<file path="config.mk">
export PLATFORM = sky130hd
export DESIGN_NAME = pal_cfg_loader_flat
export DESIGN_NICKNAME = d
export VERILOG_FILES = /design/src/rtl/pal_pkg.sv /design/src/rtl/pal_cfg_loader_if.sv /design/src/rtl/pal_cfg_piso.sv /design/src/rtl/pal_cfg_loader.sv /design/src/flat_wrapper.sv
export SDC_FILE = /design/constraint.sdc
export NUM_CORES = 1
export LEC_CHECK = 0
export CORE_UTILIZATION = 45
export CTS_BUF_LIST = sky130_fd_sc_hd__clkbuf_16
export DETAILED_ROUTE_END_ITERATION = 10
export HOLD_SLACK_MARGIN = 0.1
export PLACE_DENSITY = 0.77
export SLEW_MARGIN = 20
export SYNTH_ARGS = -nofsm -noshare
export SYNTH_HDL_FRONTEND = slang
export SYNTH_HIERARCHICAL = 1
export SYNTH_SLANG_ARGS = --single-unit
</file>
<file path="constraint.sdc">
create_clock -name CLK -period 2.19 [get_ports CLK]
set_clock_uncertainty 0.05 [all_clocks]
set_input_delay 0.5475 -clock CLK [delete_from_list [all_inputs] [get_ports CLK]]
set_output_delay 0.5475 -clock CLK [all_outputs]
set_load 0.01 [all_outputs]
</file>
<file path="src/rtl/pal_pkg.sv">
// rtl/pal_pkg.sv - shared PAL configuration types, constants and chain-length helper
package pal_pkg;

  localparam int BYTE_W = 8;

  typedef enum logic [1:0] {
    IDLE   = 2'd0,
    LOAD   = 2'd1,
    SHIFT  = 2'd2,
    FINISH = 2'd3
  } state_t;

  // Chain length is shared with the PAL instance so both sides agree on the bit count.
  function automatic int cfg_bits(input int n, input int p, input int m);
    return 2 * n * p + p * m;
  endfunction

endpackage

</file>
<file path="src/rtl/pal_cfg_loader_if.sv">
// rtl/pal_cfg_loader_if.sv - configuration byte valid/ready handshake
interface pal_cfg_loader_if;
  import pal_pkg::*;

  logic [BYTE_W-1:0] DATA_IN;
  logic              DATA_VALID;
  logic              DATA_READY;

  modport master (output DATA_IN, output DATA_VALID, input DATA_READY);
  modport slave  (input DATA_IN, input DATA_VALID, output DATA_READY);

endinterface

</file>
<file path="src/rtl/pal_cfg_piso.sv">
// rtl/pal_cfg_piso.sv - byte-wide parallel-in/serial-out register, MSB first
module pal_cfg_piso
  import pal_pkg::*;
(
  input  logic              clk,
  input  logic              rst,
  input  logic              load,
  input  logic              shift,
  input  logic [BYTE_W-1:0] din,
  output logic              msb
);

  logic [BYTE_W-1:0] shreg;

  always_ff @(posedge clk or posedge rst) begin
    if (rst) begin
      shreg <= '0;
    end else if (load) begin
      shreg <= din;
    end else if (shift) begin
      shreg <= {shreg[BYTE_W-2:0], 1'b0};
    end
  end

  assign msb = shreg[BYTE_W-1];

endmodule

</file>
<file path="src/rtl/pal_cfg_loader.sv">
// rtl/pal_cfg_loader.sv - serialises configuration bytes onto the PAL CFG shift chain
module pal_cfg_loader
  import pal_pkg::*;
#(
  parameter int N        = 8,
  parameter int P        = 8,
  parameter int M        = 8,
  parameter int CFG_BITS = cfg_bits(N, P, M),
  parameter int CNT_W    = $clog2(CFG_BITS + 1)
) (
  input  logic             CLK,
  input  logic             RES,
  input  logic             START,
  input  logic             ABORT,
  pal_cfg_loader_if.slave  dbus,
  output logic             CFG_OUT,
  output logic             CFG_EN,
  output logic             BUSY,
  output logic             DONE,
  output logic [CNT_W-1:0] BITS_SENT
);

  state_t      state;
  logic [3:0]  byte_left;
  logic [3:0]  first_bits;
  logic [31:0] remaining;
  logic        piso_load;
  logic        piso_shift;
  logic        piso_msb;

  assign dbus.DATA_READY = (state == LOAD);
  assign BUSY            = (state != IDLE);
  assign piso_load       = (state == LOAD) && dbus.DATA_VALID && !ABORT;
  assign piso_shift      = (state == SHIFT) && !ABORT;

  // A short final byte only sends its upper bits; the rest stay in the register and are dropped.
  assign remaining = CFG_BITS - 32'(BITS_SENT);
  always_comb begin
    first_bits = 4'd8;
    if (remaining < 32'd8) first_bits = remaining[3:0];
  end

  pal_cfg_piso u_piso (
    .clk   (CLK),
    .rst   (RES),
    .load  (piso_load),
    .shift (piso_shift),
    .din   (dbus.DATA_IN),
    .msb   (piso_msb)
  );

  always_ff @(posedge CLK or posedge RES) begin
    if (RES) begin
      state     <= IDLE;
      byte_left <= 4'd0;
      BITS_SENT <= '0;
      CFG_OUT   <= 1'b0;
      CFG_EN    <= 1'b0;
      DONE      <= 1'b0;
    end else begin
      CFG_OUT <= 1'b0;
      CFG_EN  <= 1'b0;
      DONE    <= 1'b0;
      if (ABORT && state != IDLE) begin
        state <= IDLE;
      end else begin
        case (state)
          IDLE: begin
            if (START) begin
              state     <= LOAD;
              BITS_SENT <= '0;
            end
          end
          LOAD: begin
            if (dbus.DATA_VALID) begin
              byte_left <= first_bits;
              state     <= SHIFT;
            end
          end
          SHIFT: begin
            CFG_OUT   <= piso_msb;
            CFG_EN    <= 1'b1;
            BITS_SENT <= BITS_SENT + CNT_W'(1);
            byte_left <= byte_left - 4'd1;
            if (byte_left == 4'd1) begin
              if ((BITS_SENT + CNT_W'(1)) == CNT_W'(CFG_BITS)) begin
                state <= FINISH;
                DONE  <= 1'b1;
              end else begin
                state <= LOAD;
              end
            end
          end
          FINISH: state <= IDLE;
          default: state <= IDLE;
        endcase
      end
    end
  end

endmodule
</file>
<file path="src/flat_wrapper.sv">
// flat-port wrapper written by rule: the top's interface ports become plain ports
module pal_cfg_loader_flat import pal_pkg::*;
#(
  parameter int N        = 8,
  parameter int P        = 8,
  parameter int M        = 8,
  parameter int CFG_BITS = cfg_bits(N, P, M),
  parameter int CNT_W    = $clog2(CFG_BITS + 1)
)
  (CLK, RES, START, ABORT, CFG_OUT, CFG_EN, BUSY, DONE, BITS_SENT, dbus_DATA_IN, dbus_DATA_VALID, dbus_DATA_READY);
  pal_cfg_loader_if dbus_i ();
  input  logic CLK;
  input  logic RES;
  input  logic START;
  input  logic ABORT;
  output logic CFG_OUT;
  output logic CFG_EN;
  output logic BUSY;
  output logic DONE;
  output logic [CNT_W-1:0] BITS_SENT;
  input wire logic [$bits(dbus_i.DATA_IN)-1:0] dbus_DATA_IN;
  input wire logic [$bits(dbus_i.DATA_VALID)-1:0] dbus_DATA_VALID;
  output wire logic [$bits(dbus_i.DATA_READY)-1:0] dbus_DATA_READY;
  assign dbus_i.DATA_IN = dbus_DATA_IN;
  assign dbus_i.DATA_VALID = dbus_DATA_VALID;
  assign dbus_DATA_READY = dbus_i.DATA_READY;
  pal_cfg_loader #(.N(N), .P(P), .M(M), .CFG_BITS(CFG_BITS), .CNT_W(CNT_W)) u_core (.CLK(CLK), .RES(RES), .START(START), .ABORT(ABORT), .dbus(dbus_i), .CFG_OUT(CFG_OUT), .CFG_EN(CFG_EN), .BUSY(BUSY), .DONE(DONE), .BITS_SENT(BITS_SENT));
endmodule
</file>
==> impl_metrics.json, run 1 <==
{
  "num_vias": 1309,
  "setup_violations": 0,
  "cts_made_buffers": 3,
  "clk_pin_slew_worst_paths_ns": 0.06,
  "netlist_instances": 168,
  "ir_worst_vdd_v": 0.000323,
  "hp-class": "flip-flop to flip-flop",
  "clkPwrFrac_pct": 28.1,
  "switching_power_uw": 415,
  "top_usage_layer": "met2",
  "core-area_mm2": 0.00315,
  "cts_setup_buffers": 0,
  "arrival_ns": 1.51,
  "use_met1_pct": 25.9,
  "first_pass_iters": 4,
  "synth_edf_count": 0,
  "grt_pass1_wl_um": 5120,
  "antenna_found_initial": 0,
  "cp_max_fo": 10,
  "routed_wl_um": 3180,
  "insertedDiodeCount": 0,
  "hpwlAfterDp_um": 2350,
  "die_area_mm2": 0.00365,
  "die_width_um": 60.4,
  "fin_util_pct": 61.0,
  "min_period_ns": 2.11,
  "maxCapViolCount": 0,
  "fillers": 292,
  "synth_cell_types": 46,
  "root_buffer": "clkbuf_16",
  "die_h_um": 60.4,
  "ys.warnings.count": 6,
  "outcome": "finished, final reports clean",
  "post-route-drc-count": 0,
  "cellPowerDensity_mw_per_mm2": 737,
  "clk_latency_ns": 0.26,
  "fmax_mhz": 474,
  "synthArstFlopShare_pct": 100,
  "ios": 26,
  "cp-end-kind": "output port",
  "period_share_pct": 96.4,
  "num-nets-final": 216,
  "finalMaxSlewViolations": 0,
  "viasPerCell": 5.43,
  "rows": 20,
  "clock_sinks": 25,
  "met2_usage_pct": 30.5,
  "slew_headroom_pct": 70.1,
  "drt-initial-drc-count": 67,
  "hold_viol": 0,
  "syn_nets": 186,
  "post_cts_resize_count": 0,
  "ant_nets": 0,
  "grt_max_degree": 20,
  "p_leak_nw": 0.792,
  "tightest_slew_ns": 0.447,
  "syn2layout_area_growth_pct": 25.3,
  "switching_share_pct": 29.3,
  "path_class": "flip-flop to output port",
  "cp.required_ns": 1.59,
  "internal_power_mw": 1.00,
  "p_seq_share_pct": 46.6,
  "io_buffers": 25,
  "cts_buffer_depth": 2,
  "wire_per_inst_um": 13.2,
  "ys_seq_area_share_pct": 40.8,
  "synth_seq_cells": 25,
  "cts_tree": "done",
  "grt_pass1_vias": 1164,
  "power_mw": 1.42,
  "rsz0062_at_grt": "false",
  "layout-drive-gt1-share_pct": 10.7,
  "avgSynthCellArea_um2": 9.13,
  "netlist_area_mm2": 0.00153,
  "power_frac_comb_pct": 25.3,
  "track_usage_pct": 19.3,
  "place_congestion": 0.860,
  "startpoint_type": "flip-flop",
  "use_met3_pct": 4.05,
  "holdBufCountCts": 0,
  "start_util_pct": 48.7,
  "htree_levels": 1,
  "grt-ovfl-total": 0,
  "dominantRegCellSynth": "dfrtp_1"
}
[cell type report]
cell class	instances	area, um2	share of cell area (%)
Clock buffer	3	75.1	3.91
Clock inverter	1	3.75	0.195
Inverter	11	41.3	2.15
Multi-Input combinational cell	123	790	41.1
Sequential cell	25	627	32.6
Tap cell	44	55.1	2.86
Timing Repair Buffer	34	330	17.2
[Yosys cell counts, drive strengths merged (2+ instances only)]
cell type	instances	area (um2)
a31o	2	17.5
xor2	2	17.5
buf	8	72.6
nor3	6	35.0
a31oi	4	25.0
a21o	2	15.0
inv	10	37.5
o21ai	24	120
a22o	2	18.8
nand2b	7	43.8
nor2	8	30.0
xnor2	3	26.3
mux2i	7	70.1
nand2	18	67.6
ha	5	62.6
and2	2	12.5
nor4bb	2	20.0
a21oi	8	43.8
nand3	3	15.0
dfrtp	25	626
a211oi	2	20.0
[worst paths after layout]
path / startpoint / endpoint / slack, ns / depth (start not counted)
worst max-delay path: u_core/state[1] / dbus_DATA_READY / 0.08 / 3
worst min-delay path: u_core/u_piso/shreg[7] / u_core/CFG_OUT / 0.46 / 1
worst max register to register: u_core/BITS_SENT[0] / u_core/byte_left[3] / 0.21 / 6
worst min register to register: u_core/u_piso/shreg[7] / u_core/CFG_OUT / 0.46 / 1
max in group asynchronous: RES / u_core/state[1] / 1.31 / 3
min in group asynchronous: RES / u_core/u_piso/shreg[4] / 0.51 / 2
[cells in the final DEF (no fill, tap or decap), drive strengths merged, types with 2 or more instances in the layout]
cell	netlist	layout
dfrtp	25	25
buf	8	9
ha	5	5
nand2b	7	7
nand2	18	18
a21o	2	2
nand3	3	3
mux2i	7	7
nor2	8	8
a22o	2	2
clkdlybuf4s50	0	25
clkbuf	1	3
a31oi	4	4
o21ai	24	24
xor2	2	2
a211oi	2	2
nor3	6	6
inv	10	11
a31o	2	2
and2	2	2
a21oi	8	8
xnor2	3	3
nor4bb	2	2
[critical path, cell delays in order, from the launching register on]
cell and delay (ns):
dfrtp_2 0.45, nand2b_1 0.19, inv_1 0.08, clkdlybuf4s50_1 0.53
[power groups by stage]
stage	Combinational, mW	Clock [mW]	Sequential, mW
3_5_place_dp	0.360	0	0.667
6_report	0.358	0.397	0.660
4_1_cts	0.361	0.405	0.660
5_1_grt	0.401	0.428	0.674
3_3_place_gp	0.340	0	0.659
2_1_floorplan	0.264	0	0.638
[registers in the layout (all words and copies together), names as in the netlist]
signal,flops
u_core/BITS_SENT,8
u_core/CFG_EN,1
u_core/CFG_OUT,1
u_core/DONE,1
u_core/byte_left,4
u_core/state,2
u_core/u_piso/shreg,8
[layer usage]
metal / share of wire [%] / routed length [um] / vias up
li1: - / - / 651
met1: 46 / 1460 / 622
met2: 48 / 1540 / 31
met3: 4.5 / 143 / 5
met4: 1.1 / 36 / 0
met5: 0 / 0 / -
[per-stage QoR]
stage	worst slack (ns)	area [um2]	std cells	TNS (ns)	hold slack [ns]
finish	0.0783	1920	241	0	0.462
global route	0.00228	1920	241	0	0.485
CTS	0.0507	1920	241	0	0.461
detailed placement	-0.0187	1840	237	-0.0504	0.448
global placement	0.0156	1840	237	0	0.437
floorplan	0.263	1530	168	0	0.313
[logic make-up (layout without fill, tap and decap cells)]
family                   Yosys count  after routing  share of synthesized area [%]
XOR/XNOR                           5              5                           2.86
flip-flops                        25             25                           40.8
multiplexers                       7              7                           4.57
AO/OA/AOI/OAI                     50             50                           20.2
AND/OR/NAND/NOR                   56             56                           19.7
adder cells (fa/ha/maj)            5              5                           4.08
buffers and inverters             20             49                           7.75
Note: power is estimated with default switching activity, not from simulation.
==> run 2: changes to the inputs <==
--- a/config.mk
+++ b/config.mk
@@ -10,6 +10,7 @@
 export DETAILED_ROUTE_END_ITERATION = 10
 export HOLD_SLACK_MARGIN = 0.1
 export PLACE_DENSITY = 0.77
+export SKIP_CTS_REPAIR_TIMING = 1
 export SLEW_MARGIN = 20
 export SYNTH_ARGS = -nofsm -noshare
 export SYNTH_HDL_FRONTEND = slang
==> results of run 2 <==
Final layout, timing and power as in run 1 (identical DEF).
==> run 3: changes to the inputs <==
==> constraint.sdc (replaced) <==
create_clock -name CLK -period 2.6 [get_ports CLK]
set_clock_uncertainty 0.05 [all_clocks]
set_input_delay 0.65 -clock CLK [delete_from_list [all_inputs] [get_ports CLK]]
set_output_delay 0.65 -clock CLK [all_outputs]
set_load 0.01 [all_outputs]
==> impl_metrics.json, run 3 (synthesis gave the netlist of run 1 again) <==
{
  "hpwlAfterDp_um": 2270,
  "arrival_ns": 1.54,
  "hp-class": "flip-flop to flip-flop",
  "grt_max_degree": 20,
  "num-nets-final": 211,
  "cts_tree": "done",
  "first_pass_iters": 4,
  "die_width_um": 60.4,
  "clkPwrFrac_pct": 28.5,
  "clk_pin_slew_worst_paths_ns": 0.06,
  "core-area_mm2": 0.00315,
  "cp_num_buf_inv": 2,
  "ff2ff_path_depth": 6,
  "wire_per_inst_um": 13.8,
  "cp-end-kind": "output port",
  "num_vias": 1291,
  "finalMaxSlewViolations": 0,
  "cpPeakStageDelay_ns": 0.53,
  "min_path_cells": 1,
  "cts_buffer_depth": 2,
  "cts_made_buffers": 3,
  "p_leak_nw": 0.759,
  "final_cell_mix": "clkdlybuf4s50_1 (25), dfrtp_1 (25), nand2_1 (18)",
  "rsz0062_at_grt": "false",
  "layout-drive-gt1-share_pct": 8.33,
  "grt_pass1_wl_um": 5310,
  "finalSetupTns_ns": 0,
  "maxCapViolCount": 0,
  "track_usage_pct": 19.9,
  "root_buffer": "clkbuf_16",
  "p_seq_share_pct": 46.5,
  "routed_wl_um": 3270,
  "grt-ovfl-total": 0,
  "place_congestion": 0.854,
  "switching_share_pct": 29.9,
  "setup_violations": 0,
  "dpl_cell_area_mm2": 0.00179,
  "switching_power_uw": 358,
  "ir_worst_vdd_v": 0.000332,
  "min_period_ns": 2.24,
  "rows": 20,
  "cp.required_ns": 1.90,
  "die_area_mm2": 0.00365,
  "insertedDiodeCount": 0,
  "io_buffers": 25,
  "internal_power_uw": 841,
  "die_h_um": 60.4,
  "antenna_found_initial": 0,
  "power_mw": 1.20,
  "viasPerCell": 5.47,
  "syn2layout_area_growth_pct": 22.2,
  "path_class": "flip-flop to output port",
  "hold_viol": 0,
  "startpoint_type": "flip-flop",
  "clk_latency_ns": 0.25,
  "cellPowerDensity_mw_per_mm2": 639,
  "critical_path.top_delay_family": "buffers and inverters",
  "tightest_slew_ns": 0.678,
  "cp_slowest_cell": "clkdlybuf4s50_1",
  "clock_sinks": 25,
  "top_regs": "u_core/BITS_SENT (8), u_core/u_piso/shreg (8), u_core/byte_left (4)",
  "fin_area_mm2": 0.00187,
  "period_share_pct": 86.2,
  "post-route-drc-count": 0,
  "htree_levels": 1,
  "start_util_pct": 48.7,
  "ios": 26,
  "outcome": "finished, final reports clean",
  "grt_pass1_vias": 1155,
  "cp_max_fo": 10,
  "ant_nets": 0,
  "worstSetupPathDepth": 3,
  "power_frac_comb_pct": 25.0,
  "drt-initial-drc-count": 73,
  "fmax_mhz": 446,
  "crit_path_cell_trace": "nand2b_1 -> inv_1 -> clkdlybuf4s50_1",
  "slew_headroom_pct": 54.7,
  "r2r_slack_ns": 0.58
}
==> run 3: cell count changes in the layout (fill, tap and decap cells not counted), sizes merged <==
cell	delta
clkinvlp	+1
buf	-5
inv	-1
==> run 3: per-stage QoR <==
stage | std cells | hold WS (ns) | worst slack [ns] | util, %
after global routing | 236 | 0.473 | 0.260 | 59.4
final | 236 | 0.451 | 0.359 | 59.4
after detailed placement | 232 | 0.432 | 0.212 | 56.8
after global placement | 232 | 0.435 | 0.254 | 56.8
after CTS | 236 | 0.454 | 0.346 | 59.4
after floorplan | 168 | 0.403 | 0.571 | -
==> run 3: final timing paths <==
check | start | to
max | u_core/state[1] | dbus_DATA_READY
min | u_core/u_piso/shreg[7] | u_core/CFG_OUT
max reg2reg | u_core/BITS_SENT[0] | u_core/byte_left[3]
min reg2reg | u_core/u_piso/shreg[7] | u_core/CFG_OUT
max in group asynchronous | RES | u_core/BITS_SENT[0]
min in group asynchronous | RES | u_core/u_piso/shreg[1]
==> run 3: final cells by class <==
cell class / instances / area [um2]
multi-input combinational: 123 / 790
clock inverter: 1 / 7.51
timing repair buffer: 29 / 280
fill: 285 / 1280
clock buffer: 3 / 75.1
tap: 44 / 55.1
sequential: 25 / 626
inverter: 11 / 41.3
==> run 3: power by group through the flow <==
| stage | sequential (mW) | clock, mW | combinational [mW] |
|---|---|---|---|
| after floorplan | 0.538 | 0 | 0.222 |
| after global placement | 0.555 | 0 | 0.284 |
| after detailed placement | 0.563 | 0 | 0.297 |
| after CTS | 0.556 | 0.348 | 0.302 |
| after global routing | 0.568 | 0.364 | 0.339 |
| final | 0.557 | 0.342 | 0.300 |
==> run 3: worst reg2reg max path, delay by kind of cell (launching register included) <==
kind,cells,cell delay [ns]
adder cells (fa/ha/maj),1,0.26
buffers and inverters,1,0.10
AND/OR/NAND/NOR,1,0.27
AO/OA/AOI/OAI,3,0.66
flip-flops,1,0.55
==> run 3: per-layer routing <==
metal / GRT usage, % / up-vias / share of wire, %
met2: 32.5 / 35 / 48
met4: 6.98 / 0 / 0.83
met3: 2.99 / 4 / 4.8
met5: 0 / - / 0
met1: 27.2 / 610 / 46
li1: - / 642 / -
